$ cat src/rtl/ram_arb_pkg.sv
// Shared constants and response-queue entry type for the RAM port arbiter.
package ram_arb_pkg;

  localparam int unsigned DATA_W_DEFAULT = 16;
  localparam int unsigned NUM_REQ_MAX    = 8;
  // Id field sized for the largest supported requester count so one entry type serves every build.
  localparam int unsigned IDW            = $clog2(NUM_REQ_MAX);

  typedef struct packed {
    logic [IDW-1:0]            id;
    logic [DATA_W_DEFAULT-1:0] data;
  } rsp_entry_t;

endpackage

$ cat src/rtl/ram_port_arbiter_rr_find_first.sv
// Round-robin pick: first set bit of mask at or after start, wrapping at N.
module rr_find_first #(
  parameter int unsigned N  = 4,
  parameter int unsigned IW = 2
) (
  input  logic [N-1:0]  mask,
  input  logic [IW-1:0] start,
  output logic          found,
  output logic [IW-1:0] idx
);

  always_comb begin
    int unsigned pos;
    pos   = 0;
    found = 1'b0;
    idx   = '0;
    for (int unsigned k = 0; k < N; k++) begin
      pos = (32'(start) + k) % N;
      if (!found && mask[IW'(pos)]) begin
        found = 1'b1;
        idx   = IW'(pos);
      end
    end
  end

endmodule

$ cat src/rtl/ram_port_arbiter.sv
// Shares one ram8b (1 write, 2 combinational read ports) among NUM_REQ requesters.
// One write and up to two reads granted per cycle; read data returns over a shared bus.
module ram_port_arbiter
  import ram_arb_pkg::*;
#(
  parameter int unsigned NUM_REQ = 4,
  parameter int unsigned ADDR_W  = 16,
  parameter int unsigned DATA_W  = DATA_W_DEFAULT
) (
  input  logic                      clk,
  input  logic                      reset,
  input  logic [NUM_REQ-1:0]        req_valid,
  input  logic [NUM_REQ-1:0]        req_we,
  input  logic [NUM_REQ*ADDR_W-1:0] req_addr,
  input  logic [NUM_REQ*DATA_W-1:0] req_wdata,
  output logic [NUM_REQ-1:0]        req_ready,
  output logic [NUM_REQ-1:0]        rsp_valid,
  output logic [DATA_W-1:0]         rsp_rdata,
  output logic                      ram_wr,
  output logic [ADDR_W-1:0]         ram_wr_addr,
  output logic [DATA_W-1:0]         ram_d_in,
  output logic [ADDR_W-1:0]         ram_rd_addr_a,
  output logic [ADDR_W-1:0]         ram_rd_addr_b,
  input  logic [DATA_W-1:0]         ram_d_out_a,
  input  logic [DATA_W-1:0]         ram_d_out_b
);

  localparam int unsigned IW = (NUM_REQ > 1) ? $clog2(NUM_REQ) : 1;

  logic [ADDR_W-1:0]  addr_arr  [NUM_REQ];
  logic [DATA_W-1:0]  wdata_arr [NUM_REQ];

  logic [IW-1:0]      wr_ptr, rd_ptr;
  logic [NUM_REQ-1:0] wr_mask, rd_mask, rd_mask_b;
  logic               wr_found, rda_found, rdb_found;
  logic [IW-1:0]      wr_idx, rda_idx, rdb_idx;

  rsp_entry_t         q [2];
  logic [1:0]         q_cnt;
  rsp_entry_t         a_e, b_e;
  rsp_entry_t         lst [3];
  logic [1:0]         n_ent;

  for (genvar g = 0; g < NUM_REQ; g++) begin : g_unpack
    assign addr_arr[g]  = req_addr[g*ADDR_W +: ADDR_W];
    assign wdata_arr[g] = req_wdata[g*DATA_W +: DATA_W];
  end

  function automatic logic [IW-1:0] next_idx(input logic [IW-1:0] i);
    return (32'(i) == NUM_REQ - 1) ? '0 : i + IW'(1);
  endfunction

  // Reads stall while two results are still waiting for the shared bus.
  assign wr_mask   = reset ? '0 : (req_valid & req_we);
  assign rd_mask   = (reset || q_cnt == 2'd2) ? '0 : (req_valid & ~req_we);
  assign rd_mask_b = rd_mask & ~(NUM_REQ'(1) << rda_idx);

  rr_find_first #(.N(NUM_REQ), .IW(IW)) u_find_wr (
    .mask  (wr_mask),
    .start (wr_ptr),
    .found (wr_found),
    .idx   (wr_idx)
  );

  rr_find_first #(.N(NUM_REQ), .IW(IW)) u_find_rd_a (
    .mask  (rd_mask),
    .start (rd_ptr),
    .found (rda_found),
    .idx   (rda_idx)
  );

  rr_find_first #(.N(NUM_REQ), .IW(IW)) u_find_rd_b (
    .mask  (rd_mask_b),
    .start (rd_ptr),
    .found (rdb_found),
    .idx   (rdb_idx)
  );

  always_comb begin
    req_ready = '0;
    if (wr_found)  req_ready[wr_idx]  = 1'b1;
    if (rda_found) req_ready[rda_idx] = 1'b1;
    if (rdb_found) req_ready[rdb_idx] = 1'b1;
  end

  assign ram_wr        = wr_found;
  assign ram_wr_addr   = wr_found  ? addr_arr[wr_idx]  : '0;
  assign ram_d_in      = wr_found  ? wdata_arr[wr_idx] : '0;
  assign ram_rd_addr_a = rda_found ? addr_arr[rda_idx] : '0;
  assign ram_rd_addr_b = rdb_found ? addr_arr[rdb_idx] : '0;

  // Pending results first, then this cycle's A and B; the head goes to the bus.
  always_comb begin
    a_e.id   = IDW'(rda_idx);
    a_e.data = DATA_W_DEFAULT'(ram_d_out_a);
    b_e.id   = IDW'(rdb_idx);
    b_e.data = DATA_W_DEFAULT'(ram_d_out_b);
    lst[0]   = a_e;
    lst[1]   = b_e;
    lst[2]   = b_e;
    case (q_cnt)
      2'd1: begin
        lst[0] = q[0];
        lst[1] = a_e;
        lst[2] = b_e;
      end
      2'd2: begin
        lst[0] = q[0];
        lst[1] = q[1];
        lst[2] = b_e;
      end
      default: ;
    endcase
    n_ent = q_cnt + 2'(rda_found) + 2'(rdb_found);
  end

  always_ff @(posedge clk or posedge reset) begin
    if (reset) begin
      wr_ptr    <= '0;
      rd_ptr    <= '0;
      q_cnt     <= '0;
      q[0]      <= '0;
      q[1]      <= '0;
      rsp_valid <= '0;
      rsp_rdata <= '0;
    end else begin
      if (wr_found)  wr_ptr <= next_idx(wr_idx);
      if (rda_found) rd_ptr <= next_idx(rdb_found ? rdb_idx : rda_idx);
      q[0]  <= lst[1];
      q[1]  <= lst[2];
      q_cnt <= (n_ent == 2'd0) ? 2'd0 : n_ent - 2'd1;
      if (n_ent != 2'd0) begin
        rsp_valid <= NUM_REQ'(1) << lst[0].id;
        rsp_rdata <= DATA_W'(lst[0].data);
      end else begin
        rsp_valid <= '0;
      end
    end
  end

endmodule

$ cat config.mk
export PLATFORM = sky130hd
export DESIGN_NAME = ram_port_arbiter
export DESIGN_NICKNAME = d
export VERILOG_FILES = /design/src/rtl/ram_arb_pkg.sv /design/src/rtl/ram_port_arbiter_rr_find_first.sv /design/src/rtl/ram_port_arbiter.sv
export SDC_FILE = /design/constraint.sdc
export NUM_CORES = 1
export LEC_CHECK = 0
export ABC_CLOCK_PERIOD_IN_PS = 6270
export CORE_ASPECT_RATIO = 1.5
export CORE_MARGIN = 3
export CORE_UTILIZATION = 39
export CTS_BUF_LIST = sky130_fd_sc_hd__clkbuf_4
export CTS_CLUSTER_SIZE = 30
export DETAILED_ROUTE_END_ITERATION = 12
export PLACE_DENSITY_LB_ADDON = 0.08
export SKIP_LAST_GASP = 1
export SYNTH_ARGS = -nofsm -noshare
export SYNTH_HDL_FRONTEND = slang
export SYNTH_SLANG_ARGS = --single-unit
export TNS_END_PERCENT = 20
$ cat constraint.sdc
create_clock -name clk -period 6.27 [get_ports clk]
set_input_delay 1.5675 -clock clk [delete_from_list [all_inputs] [get_ports clk]]
set_output_delay 1.5675 -clock clk [all_outputs]
set_load 0.01 [all_outputs]
Word-level counts from Yosys, hierarchy flattened:

Cells that the tools add are included.

* bits in registers: 64
* bits of input ports: 170
* output and inout bits: 89
* word-level logic and storage cells: 158

* add/sub/neg operators: 11
* $lt $le $gt $ge: 17
* eq/ne operators: 4
* shifts and indexed selects: 2
* muxes and demuxes: 81
* bitwise operators: 10
* reductions and logical operators: 24

Operators with widths (number)
* $mux 16: 12
* $bmux 16 s2: 4
* $pmux 57 s2: 1
* $lt 2x3->1 const B: 11
* $mux 2: 16
* $mux 1: 27
* $bmux 1 s2: 12
* $mux 4: 6
* $and 4x4->4: 3
* $logic_and 1x1->1: 12
* $ge 3x3->1 const B: 3
* $logic_not 1->1: 9
* $not 2->3: 3
* $add 2x1->2 const B: 4
* $add 2x2->2 const B: 4
* $not 4->4: 2
* $or 4x4->4: 2
* $demux 1 s2: 3
* $eq 2x2->1 const B: 3
* $ge 2x1->1 const B: 3
* $add 2x1->2: 2
* $shl 1x2->4 const A: 1
* $shl 1x3->4 const A: 1
* $eq 2x1->1 const B: 1
* other kinds (4): 4

Logic depth before layout (Yosys ltp):

Gate-level depths: netlist of run 1.

* depth in word-level cells: 36
* mapped depth: 15
* gate-level depth less buffers: 12

Hierarchy:

Synthesis of run 1 repeated with hierarchy kept, for this count alone.

* cell total of the unflattened synthesis: 450
* area, all modules: 5008.6 um^2

Modules (own cells, without submodules)
* ram_port_arbiter: times used 1, cells an instance 405, area an instance 4775.8 um^2
* rr_find_first: times used 3, cells an instance 15, area an instance 77.6 um^2

Worst setup path after synthesis of run 1:

OpenSTA, ideal clock, no wires.

* path kind: input -> output
* start: in reset
* end: out req_ready[2]
* data arrival time: 4.874 ns
* data required time: 4.702 ns
* path slack: -0.171 ns
* stages: 11
* cell sequence: buf_6 buf_6 inv_1 a31oi_1 a211oi_1 nor2_1 or2_2 clkbuf_1 clkbuf_1 ha_1 a221o_1

* longest elaborated chain between the ends: 35
* elaborated cells between the ends (all ways): 92
* classes of those cells: order compare (6); shift (1); mux (59); bitwise (4); reduce/logical (22)

Ends and longest elaborated chain
* from (decl): RTL line ram_port_arbiter.sv:11 `input logic reset,`
* $logic_or 1x1->1: RTL line ram_port_arbiter.sv:55 `assign rd_mask = (reset || q_cnt == 2'd2) ? '0 : (req_valid & ~req_we);`
* $mux 4: RTL line ram_port_arbiter.sv:55
* $bmux 1 s2: RTL line ram_port_arbiter_rr_find_first.sv:19 `if (!found && mask[IW'(pos)]) begin`
* $mux 1 (implied by the code): RTL line ram_port_arbiter_rr_find_first.sv:19
* $mux 1: RTL line ram_port_arbiter_rr_find_first.sv:19
* $logic_not 1->1: RTL line ram_port_arbiter_rr_find_first.sv:19
* $logic_and 1x1->1: RTL line ram_port_arbiter_rr_find_first.sv:19
* $mux 1: RTL line ram_port_arbiter_rr_find_first.sv:19
* [... 19 more ...]
* $logic_and 1x1->1: RTL line ram_port_arbiter_rr_find_first.sv:19
* $mux 2: RTL line ram_port_arbiter_rr_find_first.sv:19
* $lt 2x3->1 (implied by the code) or $ge 2x1->1 (tied branches): RTL line ram_port_arbiter.sv:83 `if (rdb_found) req_ready[rdb_idx] = 1'b1;`
* $logic_and 1x1->1 (implied by the code): RTL line ram_port_arbiter.sv:83
* $mux 1 (implied by the code): RTL line ram_port_arbiter.sv:83
* $demux 1 s2: RTL line ram_port_arbiter.sv:83
* $or 4x4->4 (no line)
* $mux 4 *: RTL line ram_port_arbiter.sv:83
* to (decl): RTL line ram_port_arbiter.sv:16 `output logic [NUM_REQ-1:0] req_ready,`

Mark *: on every way between the ends. The rest lies on a longest branch, timed or not. The select of a mux whose other input is x is not followed.

Worst setup path in the final report of run 1:

* start: in reset
* end: out req_ready[0]

Same word-level chain as after synthesis.

==> metrics.csv, run 1 <==
stage,metric,value,unit
outcome,status,"finished, final reports clean",
sta,fmax,161.1,MHz
synth,synth_area,5567,µm²
floorplanning,start_util,40.55,%
clock_tree,insertion_delay,0.41,ns
worst_setup_path,cp_slowest_cell,clkdlybuf4s50_1,
final_layout,final_cell_area,8793,µm²
power_and_ir_drop,power,0.001888,W
worst_setup_path,startpoint_type,primary input,
route,wl_per_cell,21.42,µm
floorplanning,die_x,103.5,µm
flow_run,drv_cap,0,
worst_setup_path,worstPathMaxFanout,16,
synth,synth-edff-count,0,
final_layout,nets,1081,
worst_setup_path,crit_arrival,4.64,ns
placement,place_congestion,0.8380,
final_layout,final_util,64.05,%
sta,tightest_slew,0.8408,ns
sta,drv_slew,0,
synth,ys_types,59,
worst_setup_path,cp-end-kind,output port,
clock_tree,cts-root-buf,clkbuf_4,
synth,syn_area_per_cell,8.538,µm²
worst_setup_path,cp_slowest_stage_delay,0.62,ns
floorplanning,num_io_pins,259,
clock_tree,path_clk_slew,0.11,ns
final_layout,multiInputGateArea,3707,µm²
floorplanning,die_h,152.3,µm
synth,synthCells,652,
global_routing,grt_overflow,0,
final_layout,syn_to_final_growth,57.97,%
route,drt-total-wl,23.54,mm
clock_tree,h-tree-depth,3,
placement,dpl-instance-area,8567,µm²
clock_tree,cts.sinks,62,
route,vias_per_cell,5.955,
hold_path,min_path_type,reg -> reg,
global_routing,grt_pass1_vias,6667,
sta,period_share,99.00,%
clock_tree,tritoncts,done,
power_and_ir_drop,peakVddDrop,0.2370,mV
final_layout,seq_area,1551,µm²
synth,ys_seq_area_share,27.87,%
sta,skew,0.01102,ns
placement,numPortBuffers,258,
sta,setup_viol,0,
worst_setup_path,path_cells,"clkdlybuf4s50_1, buf_4, nor4b_4, buf_4, nor2_1, a22oi_1, nand4_2, clkbuf_16, o31ai_1, clkdlybuf4s50_1",
final_layout,drive_gt1_share,14.63,%
placement,dp_hpwl,17.71,mm
sta,hold_viol,0,
floorplanning,die_area,15770,µm²
global_routing,grt_pass1_wl,37.16,mm
route,drt_pass1_iterations,5,
worst_setup_path,required,4.70,ns
route,via_count,6544,
floorplanning,core_region_area,13730,µm²
power_and_ir_drop,power_density,214.7,nW/µm²
global_routing,track_usage,28.80,%
clock_tree,clock_path_buffers,2,
clock_tree,numCtsBuffers,9,
worst_setup_path,critPathKind,in -> out,
synth,ys_ff_latch,62,
floorplanning,rows,52,
synth,synth-main-ff-cell,dfrtp_1,
synth,synth-async-reset-ratio,100.0,%
route,drt_iter0_drc,413,
power_and_ir_drop,cellLeakagePower,3.312,nW
route,drc,0,
synth,yosys_warnings,0,
final_layout,n_fill_cell,1245,
global_routing,grt_max_degree,63,
global_routing,antenna_found_initial,1,
sta,maxSlewHeadroom,43.95,%
route,postRouteAntennaNets,0,
synth,synthesis.nets,829,
sta,rsz0062_at_grt,true,
sta,fin_hold_ws,0.4928,ns
sta,post-route-min-period,6.207,ns
## stage by stage
step,cells,TNS (ns),setup slack [ns]
finish,1099,0,0.06300
global route,1099,-0.05528,-0.02162
CTS,1096,0,0.04250
detailed placement,1080,0,0.06106
global placement,1080,0,0.09943
floorplan,652,0,0.2125
## report_power, final
group	total, W	switching, W	internal [W]
clock network	0.000313	0.000150	0.000163
registers	0.000531	0.0000612	0.000470
logic	0.00104	0.000524	0.000520
## cells in the final DEF (no fill, tap or decap), drive strengths merged, types with 10 or more instances in the layout
master         instances
mux2                  38
clkdlybuf4s50        256
mux2i                 46
nor3                  20
buf                   48
o221ai                14
o211ai                36
nand2                 79
clkbuf                10
a31oi                 21
o21ai                 74
dfrtp                 62
nor2                  15
inv                   14
a211oi                19
a21oi                 15
o31ai                 12
a22oi                 35
## routing by layer
layer	GRT usage (%)	vias up	part of all wire, %
li1	-	2990	-
met4	11.66	0	3.8
met2	52.72	348	53
met1	32.36	3142	37
met5	0	-	0
met3	6.062	64	7.0
## cell type report
| cell class | count | area share (%) |
|---|---|---|
| multi-input combinational | 508 | 42.16 |
| antenna | 1 | 0.02846 |
| sequential | 62 | 17.64 |
| clock buffer | 9 | 0.7684 |
| inverter | 15 | 0.7399 |
| timing repair buffer | 307 | 34.80 |
| timing repair inverter | 1 | 0.05692 |
| tap | 189 | 2.689 |
| clock inverter | 7 | 1.110 |
## worst paths after layout
path	depth (start not counted)	start	endpoint	slack [ns]
max in group asynchronous	5	reset	q[24]	3.64
max	10	reset	req_ready[0]	0.06
min in group asynchronous	5	reset	wr_ptr[1]	2.11
min reg2reg	2	rsp_rdata[1]	rsp_rdata[1]	0.49
min	2	rsp_rdata[1]	rsp_rdata[1]	0.49
max reg2reg	12	q_cnt[0]	rsp_rdata[4]	2.44
## critical path, delay by kind of cell
kind,cells,cell delay (ns)
compound gates,2,0.59
buf+inv,5,1.78
simple gates,3,0.69
## sequential cells by signal (all words and copies together) (netlist names)
name	cells
rsp_rdata	16
q	36
q_cnt	2
wr_ptr	2
rsp_valid	4
rd_ptr	2
## what timing repair did
action,4_1_cts,5_1_grt
hold buffers,0,0
gates resized for setup,0,8
setup endpoints to repair,0,27
setup buffers,0,0
## cell families (layout without fill, tap and decap cells)
family | count (synthesis) | after routing | synth area share [%]
other | 0 | 1 | 0
AND/OR/NAND/NOR | 164 | 164 | 15.37
XOR/XNOR | 2 | 2 | 0.3147
buffers and inverters | 82 | 339 | 7.350
flip-flops | 62 | 62 | 27.87
AO/OA/AOI/OAI | 251 | 251 | 31.42
adder cells (fa/ha/maj) | 7 | 7 | 1.708
multiplexers | 84 | 84 | 15.96
## cell usage after synthesis (all sizes together) (3+ instances only)
cell	count	area (µm²)
o31a	3	26.28
a22oi	35	262.8
nand3b	3	22.52
clkbuf	39	146.4
nand2b	8	50.05
nand2	79	296.5
and2	4	25.02
dfrtp	62	1551
or3	3	18.77
a21oi	15	75.07
buf	28	201.4
a211oi	19	202.7
o211a	3	30.03
o2bb2ai	3	26.28
ha	6	75.07
nor4b	4	95.09
mux2	38	427.9
o221ai	14	122.6
nor2	15	56.30
nor2b	4	25.02
nor3	20	100.1
or4b	4	43.79
nand3	9	45.04
o21ai	74	370.4
inv	14	52.55
o211ai	36	275.3
and3	5	31.28
mux2i	46	460.4
o31ai	12	90.09
a31oi	21	131.4
o22ai	3	18.77
(Power assumes the default switching activity.)
==> run 2, diff against run 1 <==
Settings changed: PLACE_DENSITY set to 0.8, PLACE_DENSITY_LB_ADDON 0.08 to not set, RECOVER_POWER set to 100, SKIP_CTS_REPAIR_TIMING set to 1.
==> run 2 against run 1 <==
Net effect: fmax is 0.68% higher; sequential share of layout area hardly changed; critical path depth stayed put; critical path type unchanged; the flow now finishes with violations (max-capacitance violations, max-slew violations); non-clock buffer count is 4 higher; sequential cell count stayed put; power is 3.8% lower; register-to-register slack worse by 0.73 ns; wire length is 3.5% lower; largest cell class unchanged; global-route usage is 0.84 points lower; largest power group unchanged; final cell count is 0.18% higher; clock power is 11% lower; clock skew is 0.0050 ns lower.
==> metrics.csv, run 2 (same netlist as run 1, synthesis figures left out) <==
stage,metric,value,unit
power_and_ir_drop,peakVddDrop,0.1430,mV
route,vias_per_cell,5.875,
sta,post-route-min-period,6.165,ns
power_and_ir_drop,cellLeakagePower,3.356,nW
placement,numPortBuffers,258,
global_routing,grt_overflow,0,
final_layout,final_cell_mix,"clkdlybuf4s50_1, nand2_1, o21ai_0",
sta,rsz0062_at_grt,false,
route,drt_iter0_drc,297,
sta,maxSlewHeadroom,-118.5,%
route,via_count,6468,
sta,fin_hold_ws,0.4806,ns
final_layout,final_common_cell,clkdlybuf4s50_1,
sta,skew,0.006044,ns
global_routing,grt_pass1_vias,6698,
route,drc,0,
sta,tightest_slew,3.277,ns
final_layout,nets,1084,
final_layout,fin_cells,1101,
route,postRouteAntennaNets,0,
hold_path,min_path_type,reg -> reg,
clock_tree,tritoncts,done,
floorplanning,num_io_pins,259,
worst_setup_path,startpoint_type,primary input,
placement,place_ws,0.09078,ns
floorplanning,die_area,15770,µm²
final_layout,top_regs,"q (36), rsp_rdata (16), rsp_valid (4)",
floorplanning,rows,52,
sta,fmax,162.2,MHz
clock_tree,cts-root-buf,clkbuf_4,
worst_setup_path,critPathKind,in -> out,
global_routing,track_usage,27.96,%
global_routing,grt_pass1_wl,36.03,mm
outcome,status,"finished, violations left",
final_layout,largest_register_ffs,36,
placement,place_congestion,0.9367,
worst_setup_path,required,4.70,ns
clock_tree,clock_path_buffers,2,
clock_tree,numCtsBuffers,9,
sta,drv_slew,63,
final_layout,syn_to_final_growth,57.56,%
worst_setup_path,cp-end-kind,output port,
final_layout,drive_gt1_share,14.36,%
worst_setup_path,worstPathMaxFanout,16,
clock_tree,cts.sinks,62,
floorplanning,die_x,103.5,µm
power_and_ir_drop,power_density,207.0,nW/µm²
placement,dp.cells,1079,
sta,setup_viol,0,
global_routing,grt_max_degree,63,
floorplanning,start_util,40.55,%
route,drt-total-wl,22.73,mm
clock_tree,path_clk_slew,0.10,ns
floorplanning,core_region_area,13730,µm²
clock_tree,insertion_delay,0.41,ns
clock_tree,h-tree-depth,3,
floorplanning,die_h,152.3,µm
route,drt_pass1_iterations,5,
sta,period_share,98.33,%
sta,hold_viol,0,
sta,fin_ws,0.1049,ns
outcome,violations,"max-capacitance violations, max-slew violations",
placement,dp_hpwl,17.51,mm
worst_setup_path,crit_arrival,4.60,ns
sta,setup_tns,0,ns
global_routing,antenna_found_initial,0,
flow_run,drv_cap,1,
final_layout,top_register,q,
route,wl_per_cell,20.64,µm
final_layout,diodes,0,
-- run 2: changes by cell type in the layout (fill, tap and decap cells not counted), sizes merged --
cell | before | now
diode | 1 | 0
buf | 48 | 46
dlygate4sd3 | 0 | 64
dlymetal6s2s | 2 | 0
clkdlybuf4s50 | 256 | 193
clkbuf | 10 | 17
bufinv | 2 | 1
-- run 2: path summary, 6_finish.rpt --
path	endpoint	start	depth (start not counted)	slack, ns
max	ram_rd_addr_b[15]	reset	10	0.10
min	rsp_rdata[15]	rsp_rdata[15]	2	0.48
max reg2reg	rsp_rdata[11]	q_cnt[0]	13	1.71
min reg2reg	rsp_rdata[15]	rsp_rdata[15]	2	0.48
max in group asynchronous	q[23]	reset	4	1.44
min in group asynchronous	wr_ptr[0]	reset	4	2.99
-- run 2: critical path: stages --
cell	delay, ns
clkdlybuf4s50_1	0.40
buf_4	0.21
nor4b_4	0.31
o221ai_1	0.15
and3_1	0.19
or3_1	0.44
clkinv_4	0.16
mux2_1	0.33
o211a_1	0.20
dlygate4sd3_1	0.63
-- run 2: area by class of cell --
cell class | count | area, µm²
inverters | 15 | 62.56
clock inverters | 7 | 73.82
fillers | 1154 | 4957
repair buffers | 311 | 3107
well taps | 189 | 236.5
flip-flops and latches | 62 | 1551
multi-input cells | 508 | 3672
clock buffers | 9 | 67.56
-- run 2: layer usage --
layer  wire length, µm  global-route usage [%]  vias up
li1                  -                       -     2994
met1              8360                   31.94     3024
met2             11410                   49.56      378
met3              2117                   7.630       72
met4               841                   10.71        0
met5                 0                       0        -
-- run 2: report_power, final --
group | internal [W] | total, W | switching [W]
logic | 0.000490 | 0.00101 | 0.000521
clock network | 0.000123 | 0.000278 | 0.000155
registers | 0.000470 | 0.000527 | 0.0000565
-- run 2: metrics by stage --
stage          utilization (%)  power, W  cell area, µm²
2_1_floorplan                -  0.001005            5570
3_3_place_gp             62.72  0.001560            8611
3_5_place_dp             62.72  0.001574            8611
4_1_cts                  63.75  0.001857            8752
5_1_grt                  63.89  0.001930            8771
6_report                 63.89  0.001815            8771
==> variant 1 (config.mk and constraints of run 1) <==
Reset style: synchronous (`reset`), changed in one clocked block.
--- a/src/rtl/ram_port_arbiter.sv
+++ b/src/rtl/ram_port_arbiter.sv
@@ -114,7 +114,7 @@
     n_ent = q_cnt + 2'(rda_found) + 2'(rdb_found);
   end
 
-  always_ff @(posedge clk or posedge reset) begin
+  always_ff @(posedge clk) begin
     if (reset) begin
       wr_ptr    <= '0;
       rd_ptr    <= '0;
Check against the original RTL: differs if reset is asserted again (counterexample within 4 cycles, from zero or initial values and one cycle with reset high); with reset held inactive, the same outputs for 4 cycles.
==> variant 1 against run 1 <==
- utilization up 1.3 points
- sequential cell count unchanged
- wire length fell by 10%
- final area fell by 9.3%
- highest routed layer unchanged
- area after synthesis down 11%
- clock skew is 0.0030 ns lower
- critical endpoint is now req_ready[3]
- power is 11% higher
- largest cell class unchanged
- setup slack better by 0.084 ns
==> variant 1: results <==
export IMPL_leakage_uw=0.00291
export IMPL_grt_max_degree=69
export IMPL_grtUsageMet1=0.349
export IMPL_synthArstFlopShare=0
export IMPL_grt_use_met3=0.0458
export IMPL_grt_pass1_wl_mm=33.0
export IMPL_reg2reg_slack_ns=2.41
export IMPL_dp_slack_ns=-0.0218
export IMPL_antenna_found_initial=0
export IMPL_slew_headroom=0.443
export IMPL_dr_first_iter_drc_count=211
export IMPL_grt_pass1_vias=6098
export IMPL_holdWs_ns=0.504
export IMPL_place_area_um2=7810
export IMPL_drive_above_1_share=0.0967
export IMPL_syn_nets=807
export IMPL_synthTopCellsByCount="nand2_1 (73), nor2_1 (63), dfxtp_1 (62), and2_1 (48), clkbuf_1 (44)"
export IMPL_met2_usage=0.513
export IMPL_wl_met3_mm=1.59
export IMPL_netlist_instances=629
export IMPL_fin_cells=1032
export IMPL_finalClockSkew_ns=0.00801
export IMPL_antenna_cells=0
export IMPL_yosysSeqAreaShare=0.251
export IMPL_synth_distinct_cells=56
export IMPL_hold_path_endpoint="rsp_rdata[15]"
export IMPL_reg2reg_to="rsp_rdata[8]"
export IMPL_reg2regPathDepth=14
export IMPL_ys_top_cells_by_area="dfxtp_1 (25%), mux4_2 (7.3%), mux2i_1 (6.5%)"
export IMPL_outcome="finished clean"
export IMPL_cp_max_fo=10
export IMPL_switching_share=0.411
export IMPL_gp_congestion=0.922
export IMPL_worstHoldStart="rsp_rdata[15]"
==> variant 1: how the worst max path moves through the flow <==
stage,start,to
floorplan,req_we[2],ram_rd_addr_b[13]
global placement,req_we[1],ram_rd_addr_a[7]
detailed placement,req_we[1],ram_rd_addr_a[14]
CTS,req_we[2],ram_rd_addr_b[12]
global route,req_we[2],ram_rd_addr_b[13]
finish,req_we[1],req_ready[3]
==> variant 1: what timing repair did <==
action | CTS | global route
gates resized for setup | 0 | 1
cloned | 0 | 0
buffers inserted | 2 | 0
setup endpoints to repair | 4 | 1
hold buffers | 0 | 0
==> variant 1: critical path, stage by stage <==
cell and delay [ns]:
clkdlybuf4s50_1 0.42, or4b_4 0.57, maj3_2 0.32, a311oi_1 0.27, or3_1 0.23, inv_4 0.11
buf_4 0.16, a222oi_1 0.31, inv_1 0.08, clkdlybuf4s50_1 0.51
==> variant 1: kinds of logic (layout without fill, tap and decap cells) <==
logic type | count (synthesis) | count (layout) | share of synthesized area
AND/OR/NAND/NOR | 237 | 237 | 0.233
AO/OA/AOI/OAI | 194 | 194 | 0.282
buffers and inverters | 74 | 324 | 0.0624
flip-flops | 62 | 62 | 0.251
multiplexers | 52 | 52 | 0.147
adder cells (fa/ha/maj) | 9 | 9 | 0.0240
XOR/XNOR | 1 | 1 | 0.00177
==> variant 1: power groups by stage <==
stage          sequential [uW]  combinational (uW)  clock [uW]
2_1_floorplan              574                 687           0
3_3_place_gp               563                1210           0
3_5_place_dp               567                1240           0
4_1_cts                    559                1250         286
5_1_grt                    571                1360         303
6_report                   560                1250         280
==> variant 1: final cells by class <==
class                           count  area (um2)
Clock inverter                      7        73.8
Tap cell                          153         191
Timing Repair Buffer              295        2920
Clock buffer                        9        67.6
Sequential cell                    62        1240
Fill cell                        1084        4220
Multi-Input combinational cell    493        3430
Inverter                           13        51.3
==> variant 2 (settings of run 1) <==
Without the edit above. `ADDR_W`: 16 -> 18.
--- a/src/rtl/ram_port_arbiter.sv
+++ b/src/rtl/ram_port_arbiter.sv
@@ -4,7 +4,7 @@
   import ram_arb_pkg::*;
 #(
   parameter int unsigned NUM_REQ = 4,
-  parameter int unsigned ADDR_W  = 16,
+  parameter int unsigned ADDR_W  = 18,
   parameter int unsigned DATA_W  = DATA_W_DEFAULT
 ) (
   input  logic                      clk,
Interface: changed (resized ram_rd_addr_a, ram_rd_addr_b, ram_wr_addr and req_addr); port bits go from 259 to 273. No check against the original RTL was run, so the function may have changed too.
==> variant 2 against run 1 <==
- clock skew is 0.00090 ns lower
- wire length rose by 4.6%
- hold slack worse by 0.0025 ns
- power is 17% lower
- via count rose by 5.9%
- area after synthesis grew 1.7%
- final area up 3.0%
- sequential cell count unchanged
- non-clock buffer count rose by 23
- register-to-register slack gained 0.21 ns
- setup slack got worse by 0.051 ns
- critical path type unchanged
- largest cell class unchanged
==> variant 2: results <==
export IMPL_reg2regPathDepth=13
export IMPL_fin_util=0.641
export IMPL_drt_total_wl_mm=24.6
export IMPL_clk_share=0.0191
export IMPL_ys_flop_type="dfrtp_1"
export IMPL_grt_pass1_wl_mm=38.4
export IMPL_p_per_area_nw_per_um2=172
export IMPL_crit_end="ram_rd_addr_b[0]"
export IMPL_worst_path_largest_cell_delay_ns=0.66
export IMPL_outcome="finished clean"
export IMPL_worstSetupStartpoint="req_we[0]"
export IMPL_synth_distinct_cells=71
export IMPL_antenna_cells=2
export IMPL_synthTopCellsByCount="nand2_1 (119), dfrtp_1 (62), o21ai_0 (59), a211oi_1 (46), clkbuf_1 (38)"
export IMPL_wire_per_inst_um=21.0
export IMPL_reg2reg_to="rsp_valid[3]"
export IMPL_cts_setup_buffers=3
export IMPL_reg2reg_slack_ns=2.65
export IMPL_dpl_cell_count=1149
export IMPL_worstHoldStart="rsp_rdata[4]"
export IMPL_dr_first_iter_drc_count=273
export IMPL_p_comb_uw=750
export IMPL_syn_to_final_growth_pct=60.0
export IMPL_gp_congestion=0.898
export IMPL_ys_top_cells_by_area="dfrtp_1 (27%), nand2_1 (7.9%), a211oi_1 (6.1%)"
export IMPL_place_port_buffers=272
export IMPL_antenna_found_initial=2
export IMPL_peakVddDrop_mv=0.136
export IMPL_grt_pass1_vias=7136
export IMPL_switching_share=0.361
export IMPL_holdWs_ns=0.490
export IMPL_grt_max_degree=56
export IMPL_routed_via_density=5.93
export IMPL_slew_headroom=0.487
export IMPL_grt_use_total=0.297
export IMPL_num_multi_input_gates=538
export IMPL_buf_share=0.363
export IMPL_nets=1156
export IMPL_finalClockSkew_ns=0.0101
export IMPL_leakage_uw=0.00344
export IMPL_drive_above_1_share=0.131
export IMPL_sh_seq_area=0.171
export IMPL_hpwl_mm=18.9
export IMPL_yosysSeqAreaShare=0.274
export IMPL_place_area_um2=8830
export IMPL_hold_path_endpoint="rsp_rdata[4]"
export IMPL_cp_max_fo=19
export IMPL_multi_input_area_um2=3680
export IMPL_pg_clk_uw=330
-- variant 2: cell families (layout without fill, tap and decap cells) --
| logic type | count (synthesis) | after routing | synth area share |
|---|---|---|---|
| adders and majority gates | 8 | 8 | 0.0186 |
| AOI/OAI and AO/OA | 270 | 270 | 0.373 |
| DFF | 62 | 62 | 0.274 |
| buffers and inverters | 98 | 376 | 0.0800 |
| muxes | 24 | 24 | 0.0427 |
| xor gates and xnor gates | 4 | 4 | 0.00619 |
| and+or+nand+nor | 232 | 232 | 0.206 |
| other | 0 | 2 | 0 |
-- variant 2: per-layer routing --
| metal | routed length [um] | vias up | track usage |
|---|---|---|---|
| met3 | 2100 | 63 | 0.0781 |
| met2 | 12900 | 364 | 0.540 |
| li1 | - | 3183 | - |
| met5 | 0 | - | 0 |
| met4 | 950 | 0 | 0.131 |
| met1 | 8710 | 3323 | 0.322 |
